[src/rtl/riscv_pkg.sv]
// Shared opcodes, control enums and the Moore control bundle for the
// multi-cycle RV32I control path.
package riscv_pkg;

    localparam logic [6:0] OP_LW  = 7'b0000011;
    localparam logic [6:0] OP_SW  = 7'b0100011;
    localparam logic [6:0] OP_R   = 7'b0110011;
    localparam logic [6:0] OP_I   = 7'b0010011;
    localparam logic [6:0] OP_BEQ = 7'b1100011;
    localparam logic [6:0] OP_JAL = 7'b1101111;

    typedef enum logic [1:0] {
        ALU_ADD   = 2'b00,
        ALU_SUB   = 2'b01,
        ALU_FUNCT = 2'b10
    } alu_op_e;

    typedef enum logic [1:0] {
        SRCA_PC    = 2'b00,
        SRCA_OLDPC = 2'b01,
        SRCA_RS1   = 2'b10
    } srca_e;

    typedef enum logic [1:0] {
        SRCB_RS2  = 2'b00,
        SRCB_IMM  = 2'b01,
        SRCB_FOUR = 2'b10
    } srcb_e;

    typedef enum logic [1:0] {
        RES_ALUOUT    = 2'b00,
        RES_MEMDATA   = 2'b01,
        RES_ALURESULT = 2'b10
    } result_e;

    typedef enum logic [3:0] {
        S_FETCH    = 4'd0,
        S_DECODE   = 4'd1,
        S_MEMADR   = 4'd2,
        S_MEMREAD  = 4'd3,
        S_MEMWB    = 4'd4,
        S_MEMWRITE = 4'd5,
        S_EXECR    = 4'd6,
        S_EXECI    = 4'd7,
        S_ALUWB    = 4'd8,
        S_BEQ      = 4'd9,
        S_JAL      = 4'd10,
        S_TRAP     = 4'd11
    } ctrl_state_e;

    // Pure state-derived controls; fetch/branch/retire_on_ready are
    // qualified with mem_ready/zero in the top level.
    typedef struct packed {
        logic    mem_req;
        logic    mem_write;
        logic    adr_src;
        logic    fetch;
        logic    pc_update;
        logic    branch;
        logic    reg_write;
        logic    retire;
        logic    retire_on_ready;
        srca_e   alu_src_a;
        srcb_e   alu_src_b;
        alu_op_e alu_op;
        result_e result_src;
    } ctrl_out_t;

endpackage

[src/rtl/mc_ctrl_out_decode.sv]
// Combinational map from control state to the Moore control bundle.
module mc_ctrl_out_decode
    import riscv_pkg::*;
(
    input  ctrl_state_e state,
    output ctrl_out_t   co
);

    // State -> datapath controls; everything not mentioned stays 0.
    always_comb begin
        co = '0;
        case (state)
            S_FETCH: begin
                co.mem_req    = 1'b1;
                co.fetch      = 1'b1;
                co.alu_src_a  = SRCA_PC;
                co.alu_src_b  = SRCB_FOUR;
                co.alu_op     = ALU_ADD;
                co.result_src = RES_ALURESULT;
            end
            S_DECODE: begin
                co.alu_src_a = SRCA_OLDPC;
                co.alu_src_b = SRCB_IMM;
                co.alu_op    = ALU_ADD;
            end
            S_MEMADR: begin
                co.alu_src_a = SRCA_RS1;
                co.alu_src_b = SRCB_IMM;
                co.alu_op    = ALU_ADD;
            end
            S_MEMREAD: begin
                co.mem_req = 1'b1;
                co.adr_src = 1'b1;
            end
            S_MEMWB: begin
                co.result_src = RES_MEMDATA;
                co.reg_write  = 1'b1;
                co.retire     = 1'b1;
            end
            S_MEMWRITE: begin
                co.mem_req         = 1'b1;
                co.mem_write       = 1'b1;
                co.adr_src         = 1'b1;
                co.retire_on_ready = 1'b1;
            end
            S_EXECR: begin
                co.alu_src_a = SRCA_RS1;
                co.alu_src_b = SRCB_RS2;
                co.alu_op    = ALU_FUNCT;
            end
            S_EXECI: begin
                co.alu_src_a = SRCA_RS1;
                co.alu_src_b = SRCB_IMM;
                co.alu_op    = ALU_FUNCT;
            end
            S_ALUWB: begin
                co.result_src = RES_ALUOUT;
                co.reg_write  = 1'b1;
                co.retire     = 1'b1;
            end
            S_BEQ: begin
                co.alu_src_a  = SRCA_RS1;
                co.alu_src_b  = SRCB_RS2;
                co.alu_op     = ALU_SUB;
                co.result_src = RES_ALUOUT;
                co.branch     = 1'b1;
                co.retire     = 1'b1;
            end
            S_JAL: begin
                co.alu_src_a  = SRCA_OLDPC;
                co.alu_src_b  = SRCB_FOUR;
                co.alu_op     = ALU_ADD;
                co.result_src = RES_ALUOUT;
                co.pc_update  = 1'b1;
            end
            default: co = '0;
        endcase
    end

endmodule

[src/rtl/multicycle_control_fsm.sv]
// Main control FSM of the multi-cycle RV32I core: sequences ALU, memory
// port and register file, stalls on mem_ready, counts retirements.
module multicycle_control_fsm
    import riscv_pkg::*;
#(
    parameter int unsigned RETIRE_CNT_W = 32
) (
    input  logic                    clk,
    input  logic                    reset,
    input  logic [6:0]              opcode,
    input  logic                    zero,
    input  logic                    mem_ready,
    output logic                    mem_req,
    output logic                    mem_write,
    output logic                    adr_src,
    output logic                    ir_write,
    output logic                    pc_write,
    output logic                    reg_write,
    output logic [1:0]              alu_src_a,
    output logic [1:0]              alu_src_b,
    output logic [1:0]              alu_op,
    output logic [1:0]              result_src,
    output logic                    instr_retired,
    output logic                    illegal_instr,
    output logic [RETIRE_CNT_W-1:0] instret,
    output logic [3:0]              state_dbg
);

    ctrl_state_e             state;
    ctrl_state_e             state_next;
    ctrl_out_t               co;
    logic                    retire;
    logic                    pcw;
    logic                    irw;
    logic                    illegal_q;
    logic [RETIRE_CNT_W-1:0] instret_q;

    mc_ctrl_out_decode u_decode (
        .state (state),
        .co    (co)
    );

    // State register; reset aborts any instruction in flight.
    always_ff @(posedge clk or negedge reset) begin
        if (!reset) state <= S_FETCH;
        else        state <= state_next;
    end

    // Next-state logic: memory states wait for mem_ready, TRAP absorbs.
    always_comb begin
        state_next = state;
        case (state)
            S_FETCH:    if (mem_ready) state_next = S_DECODE;
            S_DECODE: begin
                case (opcode)
                    OP_LW, OP_SW: state_next = S_MEMADR;
                    OP_R:         state_next = S_EXECR;
                    OP_I:         state_next = S_EXECI;
                    OP_BEQ:       state_next = S_BEQ;
                    OP_JAL:       state_next = S_JAL;
                    default:      state_next = S_TRAP;
                endcase
            end
            S_MEMADR:   state_next = (opcode == OP_LW) ? S_MEMREAD : S_MEMWRITE;
            S_MEMREAD:  if (mem_ready) state_next = S_MEMWB;
            S_MEMWB:    state_next = S_FETCH;
            S_MEMWRITE: if (mem_ready) state_next = S_FETCH;
            S_EXECR:    state_next = S_ALUWB;
            S_EXECI:    state_next = S_ALUWB;
            S_ALUWB:    state_next = S_FETCH;
            S_BEQ:      state_next = S_FETCH;
            S_JAL:      state_next = S_ALUWB;
            S_TRAP:     state_next = S_TRAP;
            default:    state_next = S_FETCH;
        endcase
    end

    // Handshake/flag qualified strobes.
    always_comb begin
        irw    = co.fetch & mem_ready;
        pcw    = co.pc_update | irw | (co.branch & zero);
        retire = co.retire | (co.retire_on_ready & mem_ready);
    end

    // Retired-instruction counter, wraps modulo 2^RETIRE_CNT_W.
    always_ff @(posedge clk or negedge reset) begin
        if (!reset)      instret_q <= '0;
        else if (retire) instret_q <= instret_q + 1'b1;
    end

    // Sticky illegal-instruction flag, set on entry to TRAP.
    always_ff @(posedge clk or negedge reset) begin
        if (!reset)                   illegal_q <= 1'b0;
        else if (state_next == S_TRAP) illegal_q <= 1'b1;
    end

    // Outputs forced low while reset is held; state_dbg shows FETCH then.
    always_comb begin
        mem_req       = reset & co.mem_req;
        mem_write     = reset & co.mem_write;
        adr_src       = reset & co.adr_src;
        ir_write      = reset & irw;
        pc_write      = reset & pcw;
        reg_write     = reset & co.reg_write;
        alu_src_a     = reset ? co.alu_src_a  : '0;
        alu_src_b     = reset ? co.alu_src_b  : '0;
        alu_op        = reset ? co.alu_op     : '0;
        result_src    = reset ? co.result_src : '0;
        instr_retired = reset & retire;
        illegal_instr = reset & illegal_q;
        instret       = reset ? instret_q : '0;
        state_dbg     = state;
    end

endmodule

[config.mk]
export PLATFORM = sky130hd
export DESIGN_NAME = multicycle_control_fsm
export DESIGN_NICKNAME = d
export VERILOG_FILES = /design/src/rtl/riscv_pkg.sv /design/src/rtl/mc_ctrl_out_decode.sv /design/src/rtl/multicycle_control_fsm.sv
export SDC_FILE = /design/constraint.sdc
export NUM_CORES = 1
export LEC_CHECK = 0
export BUFFER_PORTS_ARGS = -buffer_cell sky130_fd_sc_hd__buf_2
export CAP_MARGIN = 40
export CORE_MARGIN = 2
export CORE_UTILIZATION = 40
export DETAILED_ROUTE_END_ITERATION = 16
export PLACE_DENSITY = 0.66
export SYNTH_ARGS = -nofsm -noshare
export SYNTH_HDL_FRONTEND = slang
export SYNTH_HIERARCHICAL = 1
export SYNTH_SLANG_ARGS = --single-unit
export TNS_END_PERCENT = 1
[constraint.sdc]
create_clock -name clk -period 2 [get_ports clk]
set_clock_uncertainty 0.05 [all_clocks]
set_input_delay 0.6 -clock clk [delete_from_list [all_inputs] [get_ports clk]]
set_output_delay 0.6 -clock clk [all_outputs]
set_load 0.01 [all_outputs]
* Word-level counts from Yosys, hierarchy flattened
Cells that the tools add are included.
** Cells by class
- Muxes and demuxes :: 21
- Div/mod/pow operators :: 0
- Order comparisons :: 0
- Equal/unequal tests :: 18
- Shifts and indexed selects :: 0
- Multiply operators :: 0
- $add $sub $neg :: 1
- Bitwise logic cells :: 14
- Reductions and logical operators :: 7
** Operators by type and width (number)
- $pmux 6 s7 :: 1
- $add 32x1->32 const B :: 1
- $mux 32 :: 1
- $pmux 4 s7 :: 1
- $eq 4x4->1 const B :: 5
- $pmux 4 s5 :: 1
- $eq 4x3->1 const B :: 4
- $eq 7x6->1 const B :: 2
- $eq 7x7->1 const B :: 2
- $mux 4 :: 3
- $and 1x1->1 :: 11
- $reduce_or 3->1 :: 3
- $eq 4x2->1 const B :: 2
- $mux 1 :: 8
- $mux 2 :: 4
- $eq 7x2->1 const B :: 1
- $eq 7x5->1 const B :: 1
- $reduce_or 2->1 :: 3
- $eq 4x1->1 const B :: 1
- $logic_not 4->1 :: 1
- $pmux 2 s2 :: 1
- $mux 3 :: 1
- $or 1x1->1 :: 3
** Storage, ports and cells
- Latch bits :: 0
- Bits in writable memories :: 0
- Memories kept :: 0
- Word-level logic and storage cells :: 64
- Register bits :: 37
- Memory bits (read-only) :: 0

* Logic depth before layout (Yosys ltp)
Gate-level depths: netlist of the first run.
- Word-level depth :: 6
- Mapped depth :: 9

* Cells and area by module
Netlist of the first run, hierarchy kept.
** Modules (own cells, without submodules)
- multicycle_control_fsm :: cells each 212, area each 2080.7 µm², seq. area each 925.9 µm², instances 1
- mc_ctrl_out_decode :: cells each 36, area each 242.7 µm², seq. area each 0.0 µm², instances 1

* Worst setup path before layout of the first run
Ideal clock, no wire load.
- Path type :: register to register
- Start point :: reg state[0], in the netlist state_dbg[0]
- End point :: reg instret_q[13]
- Cell stages (with the launch flop) :: 9
- Path buffers :: 1
- Library setup time :: 79 ps
- Data arrival time :: 2100 ps
- Setup slack :: -229 ps
- Cells stage by stage :: dfrtp_1 > buf_6 > or3b_1 > a21oi_1 > a21oi_2 > nor2_2 > nor4b_1 > and3_1 > xor2_1
** RTL lines
- start, declared :: RTL line multicycle_control_fsm.sv:29 : ctrl_state_e state;
- start signal, assigned :: RTL line multicycle_control_fsm.sv:46 : else state <= state_next;
- end signal, assigned :: RTL line multicycle_control_fsm.sv:88 : else if (retire) instret_q <= instret_q + 1'b1;
- end, declared :: RTL line multicycle_control_fsm.sv:36 : logic [RETIRE_CNT_W-1:0] instret_q;

==> results_dict.tcl, run 1 <==
set metrics [dict create \
    outcome "finished with violations" \
    violations "negative setup slack" \
    r2r_end "instret_q[28]" \
    worst-r2r-cell-count 7 \
    grt_use_met2_pct 28.17 \
    insertion_delay_ps 290 \
    cp_max_fo 5 \
    grt_use_met1_pct 24.27 \
    initial_core_util_pct 41.68 \
    syn_avg_cell_area_sq_um 9.369 \
    fmax_mhz 437.9 \
    finalWorstSetupSlack_ps -283.9 \
    netlist_instances 248 \
    first_pass_iters 4 \
    grt_max_degree 29 \
    critical_path.cell_chain "or3b_1, a21oi_2, a21oi_2, nor2_1, buf_2" \
    timing.final.crit_share_pct 114.2 \
    r2r_setup_slack_ps -50 \
    layout_min_cycle_time_ps 2284 \
    antenna_cells 0 \
    area_delta_synth_final_pct 35.81 \
    gp_congestion 0.8317 \
    path_class "reg -> out" \
    busiest_layer "met2" \
    peakVddDrop_mv 0.4470 \
    place_ws_ps -33.20 \
    core_area_sq_um 5574 \
    timing_hold_violations_final 0 \
    vias 2012 \
    die_w_microns 80.22 \
    async_flop_share_pct 100.0 \
    io_pins 63 \
    min_path_type "in -> async" \
    grt_pass1_wl_microns 8928 \
    r2r_start "state_dbg[0]" \
    regArea_sq_um 929.6 \
    clkTransAtPathRegs_ps 60 \
    cts_buffers 5 \
    avgRoutedWirePerCell_microns 12.76 \
    wirelength_microns 5259 \
    synth-seq-cells 37 \
    crit_path_frequent_cell "a21oi_2" \
    synth_cell_types 52 \
    startpoint "state_dbg[0]" \
    antenna_found_initial 0 \
    crit_path_max_incr_delay_ps 430 \
    io_buffers 62 \
    grt_overflow 0 \
    ys_seq_area_share_pct 39.85 \
    timing.hold.ws_ps 110.9 \
    dp_cells 405 \
    die_h_microns 80.22 \
    slew_violations 0 \
    cp.depth 5 \
    ant_nets 0 \
    endpoint_kind "output port" \
    maxCapViolCount 0 \
    synth-main-ff-cell "dfrtp_1" \
    crit_arrival_ps 1630 \
    gr-usage-all-layers_pct 17.62 \
    syn_area_sq_um 2323 \
    worst-path-buf-inv 1 \
    num_rows 27 \
    fillers 500 \
    crit_end "instr_retired" \
    instances_no_fill 412 \
    drc 0 \
    synth-edff-count 0 \
    slew_headroom_pct 71.92 \
    htreeDepth 2 \
    viasPerCell 4.883 \
    critical_path.startpoint_type "flip-flop" \
    cts_sinks 37 \
    finalSetupViolCount 18 \
    clk_path_buf_depth 2 \
    tightest_slew_ps 417.4 \
    grt_pass1_vias 1961 \
    hpwl_microns 3983 \
    drive_gt1_share_pct 38.82 \
    power_density_nw_per_um2 952.9 \
    clockRootBuffer "clkbuf_8" \
    total_power_mw 3.007 \
    crit_family "simple AND/OR/NAND/NOR gates" \
    grt_setup_unrepaired "true" \
    multi_input_area_sq_um 1403 \
    dieArea_sq_um 6434 \
    crit_slowest_cell "dfrtp_2" \
    leakagePower_nw 1.572 \
    fin_nets 352 \
    yosys_warnings 6 \
    grt.met3_usage_pct 3.034 \
    synth_nets 260 \
    drtIter0Drc 73 \
    cts_tree "built" \
    worst_ep_required_time_ps 1350 \
]
[where the power goes]
part / switching, mW / internal (mW)
clock network: 0.246 / 0.273
logic: 0.726 / 0.787
registers: 0.122 / 0.853
total: 1.09 / 1.91
[cell usage after synthesis, types with 3 or more instances]
| cell | n | share of area (%) |
|---|---|---|
| nor3_1 | 3 | 0.65 |
| a21oi_1 | 5 | 1.1 |
| clkbuf_1 | 4 | 0.65 |
| nand2b_1 | 7 | 1.9 |
| and2_1 | 44 | 12 |
| xor2_1 | 10 | 3.8 |
| and3_1 | 5 | 1.3 |
| dfrtp_1 | 37 | 40 |
| nand2_1 | 14 | 2.3 |
| inv_1 | 5 | 0.81 |
| buf_4 | 4 | 1.3 |
| nor3b_1 | 3 | 0.97 |
| nor4_1 | 3 | 0.81 |
| xnor2_1 | 24 | 9.0 |
| nand3_1 | 12 | 2.6 |
| nand4_1 | 11 | 3.0 |
| nor2_1 | 13 | 2.1 |
[worst min path at each step]
stage	from	to
2_1_floorplan	reset	illegal_q
3_3_place_gp	illegal_q	illegal_q
3_5_place_dp	reset	instret_q[8]
4_1_cts	reset	instret_q[8]
5_1_grt	reset	instret_q[6]
6_report	reset	instret_q[8]
[state kept, by name, summed over array words and instances, names as in the netlist]
name and cells:
illegal_q 1, instret_q 32, state_dbg 4
[repair_timing]
| item | CTS | global route |
|---|---|---|
| buffers inserted | 0 | 0 |
| endpoints found under the setup margin | 24 | 47 |
| gates resized for setup | 8 | 15 |
| hold buffers | 0 | 0 |
| pin swaps | 5 | 5 |
[area by class of cell]
class                           count  share of cell area, %
Sequential cell                    37                  29.46
Timing Repair Buffer               96                  19.90
Inverter                            5                 0.5948
Clock buffer                        7                  2.736
Multi-Input combinational cell    195                  44.45
Tap cell                           72                  2.855
[cells in the final DEF, fill, tap and decap left out, types with 2 or more instances in the layout]
cell type	n
nand2b_4	2
nor4_4	2
buf_4	25
inv_1	4
clkbuf_8	6
buf_12	3
and3_1	5
dfrtp_2	3
nor3b_1	3
or3b_1	2
xor2_1	10
and2_1	43
nand4_1	11
nand2b_1	5
nand3_1	11
nor2b_1	2
nor2_2	3
nand2_1	14
nor3_1	2
nor2_1	10
buf_6	6
or2_4	2
nor4_1	2
buf_2	61
o22ai_1	2
o31ai_1	2
a21oi_2	2
nor3_2	3
a21oi_1	4
xnor2_1	24
or3_4	2
dfrtp_1	34
[metrics by stage]
step                      instance area [sq um]  util (%)  TNS (ps)
after floorplan                            2346         -    -903.3
after global placement                     2967     53.22    -9.565
after detailed placement                   2967     53.22    -92.36
after CTS                                  3094     55.51     -2181
after global routing                       3156     56.61     -4584
final                                      3156     56.61     -1981
[per-layer routing]
layer  vias to the layer above  wire length [microns]
met2                        38                   2562
met5                         -                      0
met3                         5                    179
li1                       1031                      -
met4                         0                     55
met1                       938                   2461
[logic make-up (layout without fill, tap and decap cells)]
family	Yosys count	count (layout)	synth area share, %
xor gates and xnor gates	34	34	12.82
buffers and inverters	16	108	3.931
adders and majority gates	1	1	0.5384
DFF	37	37	39.85
AOI/OAI and AO/OA	22	22	6.732
and+or+nand+nor	138	138	36.13
Note: power is estimated with default switching activity, not from simulation.
==> inputs of run 2 (changes only) <==
==> constraint.sdc (replaced) <==
create_clock -name clk -period 2 [get_ports clk]
set_clock_uncertainty 0.05 [all_clocks]
set_input_delay 0.1 -clock clk [delete_from_list [all_inputs] [get_ports clk]]
set_output_delay 0.1 -clock clk [all_outputs]
set_load 0.01 [all_outputs]
==> results_dict.tcl, run 2 (synthesis results as in run 1) <==
set metrics [dict create \
    outcome "finished, final reports clean" \
    viasPerCell 4.920 \
    gr-usage-all-layers_pct 16.32 \
    cts_buffers 5 \
    crit_arrival_ps 2150 \
    place_ws_ps -35.42 \
    fmax_mhz 506.0 \
    grt_setup_unrepaired "true" \
    design_area_sq_um 3002 \
    placed_cell_area_sq_um 2814 \
    final_common_cell "buf_2" \
    tightest_slew_ps 373.2 \
    grt_overflow 0 \
    crit_family "simple AND/OR/NAND/NOR gates" \
    drtIter0Drc 73 \
    gp_congestion 0.7962 \
    die_h_microns 80.22 \
    antenna_found_initial 0 \
    finalCoreUtilization_pct 53.85 \
    crit_slowest_cell "or3b_1" \
    drive_gt1_share_pct 33.74 \
    ant_nets 0 \
    grt_pass1_vias 1819 \
    cts_tree "built" \
    slew_headroom_pct 74.89 \
    clkTransAtPathRegs_ps 80 \
    timing.final.crit_share_pct 98.81 \
    dieArea_sq_um 6434 \
    num_rows 27 \
    layout_min_cycle_time_ps 1976 \
    finalSetupViolCount 0 \
    crit_path_max_incr_delay_ps 380 \
    initial_core_util_pct 41.68 \
    io_buffers 62 \
    first_pass_iters 4 \
    endpoint_kind "flip-flop" \
    vias 1973 \
    cts_sinks 37 \
    antenna_cells 0 \
    avgRoutedWirePerCell_microns 12.14 \
    critical_path.cell_chain "or3b_1, a21oi_2, a21o_1, nand4_1, buf_4, or2_4, nor2_2, xnor2_1" \
    largest_reg_flops 32 \
    maxCapViolCount 0 \
    die_w_microns 80.22 \
    clk_path_buf_depth 2 \
    slew_violations 0 \
    grt_max_degree 56 \
    insertion_delay_ps 290 \
    fin_nets 340 \
    leakagePower_nw 1.501 \
    power_density_nw_per_um2 1015 \
    worst_ep_required_time_ps 2170 \
    worst-path-buf-inv 1 \
    instances_no_fill 401 \
    dp_cells 389 \
    io_pins 63 \
    timing_hold_violations_final 0 \
    htreeDepth 2 \
    clockRootBuffer "clkbuf_8" \
    wirelength_microns 4867 \
    drc 0 \
    peakVddDrop_mv 0.5298 \
    final_cell_mix "buf_2, and2_1, dfrtp_1, xnor2_1, buf_4" \
    largest-register "instret_q" \
    cp_max_fo 3 \
    hpwl_microns 3612 \
    core_area_sq_um 5574 \
    grt_pass1_wl_microns 8266 \
    area_delta_synth_final_pct 29.19 \
    finalWorstSetupSlack_ps 23.75 \
    finalSetupTns_ps 0 \
    min_path_type "in -> reg" \
    critical_path.startpoint_type "flip-flop" \
    path_class "reg -> reg" \
]
run 2: worst register-to-register path: stages (launching register included):
cell and delay (ps):
dfrtp_1 370, or3b_1 380, a21oi_2 180, a21o_1 120, nand4_1 140, buf_4 180, or2_4 250, nor2_2 110
xnor2_1 120
run 2: per-layer routing:
| layer | global-route usage, % | wire length (microns) |
|---|---|---|
| met1 | 21.92 | 2346 |
| met2 | 26.58 | 2285 |
| met3 | 3.034 | 177 |
| met4 | 5.085 | 57 |
| met5 | 0 | 0 |
run 2: power by group:
part           switching, mW  internal, mW  total (mW)
Sequential            0.0948         0.848       0.943
Combinational          0.671         0.666        1.34
Clock                  0.270         0.495       0.765
Total                   1.04          2.01        3.05
run 2: metrics by stage:
step	hold WS, ps	power, mW
global route	62.82	3.267
finish	59.19	3.045
floorplan	-245.6	1.829
CTS	46.36	3.041
detailed placement	-44.74	2.268
global placement	-44.20	2.251
run 2: repair_timing:
item | in CTS | in global routing
buffers inserted | 2 | 1
endpoints found under the setup margin | 3 | 13
gates resized for setup | 0 | 6
pin swaps | 1 | 4
endpoints found under the hold margin | 28 | 0
hold buffers | 1 | 0
run 2: worst paths after layout:
kind | from | endpoint | slack [ps] | depth (start not counted)
worst max-delay path | state_dbg[3] | instret_q[10] | 20 | 8
worst min-delay path | opcode[5] | state_dbg[1] | 60 | 2
worst max register to register | state_dbg[3] | instret_q[10] | 20 | 8
worst min register to register | illegal_q | illegal_q | 420 | 1
max in group asynchronous | reset | instret_q[19] | 1040 | 4
min in group asynchronous | reset | instret_q[9] | 180 | 2
run 2: layout make-up:
class | instances | area (sq um)
clock inverter | 3 | 65.06
sequential | 37 | 927.1
inverter | 5 | 18.77
multi-input combinational | 195 | 1338
clock buffer | 5 | 68.82
fill | 528 | 2572
tap | 72 | 90.09
timing repair buffer | 84 | 494.2
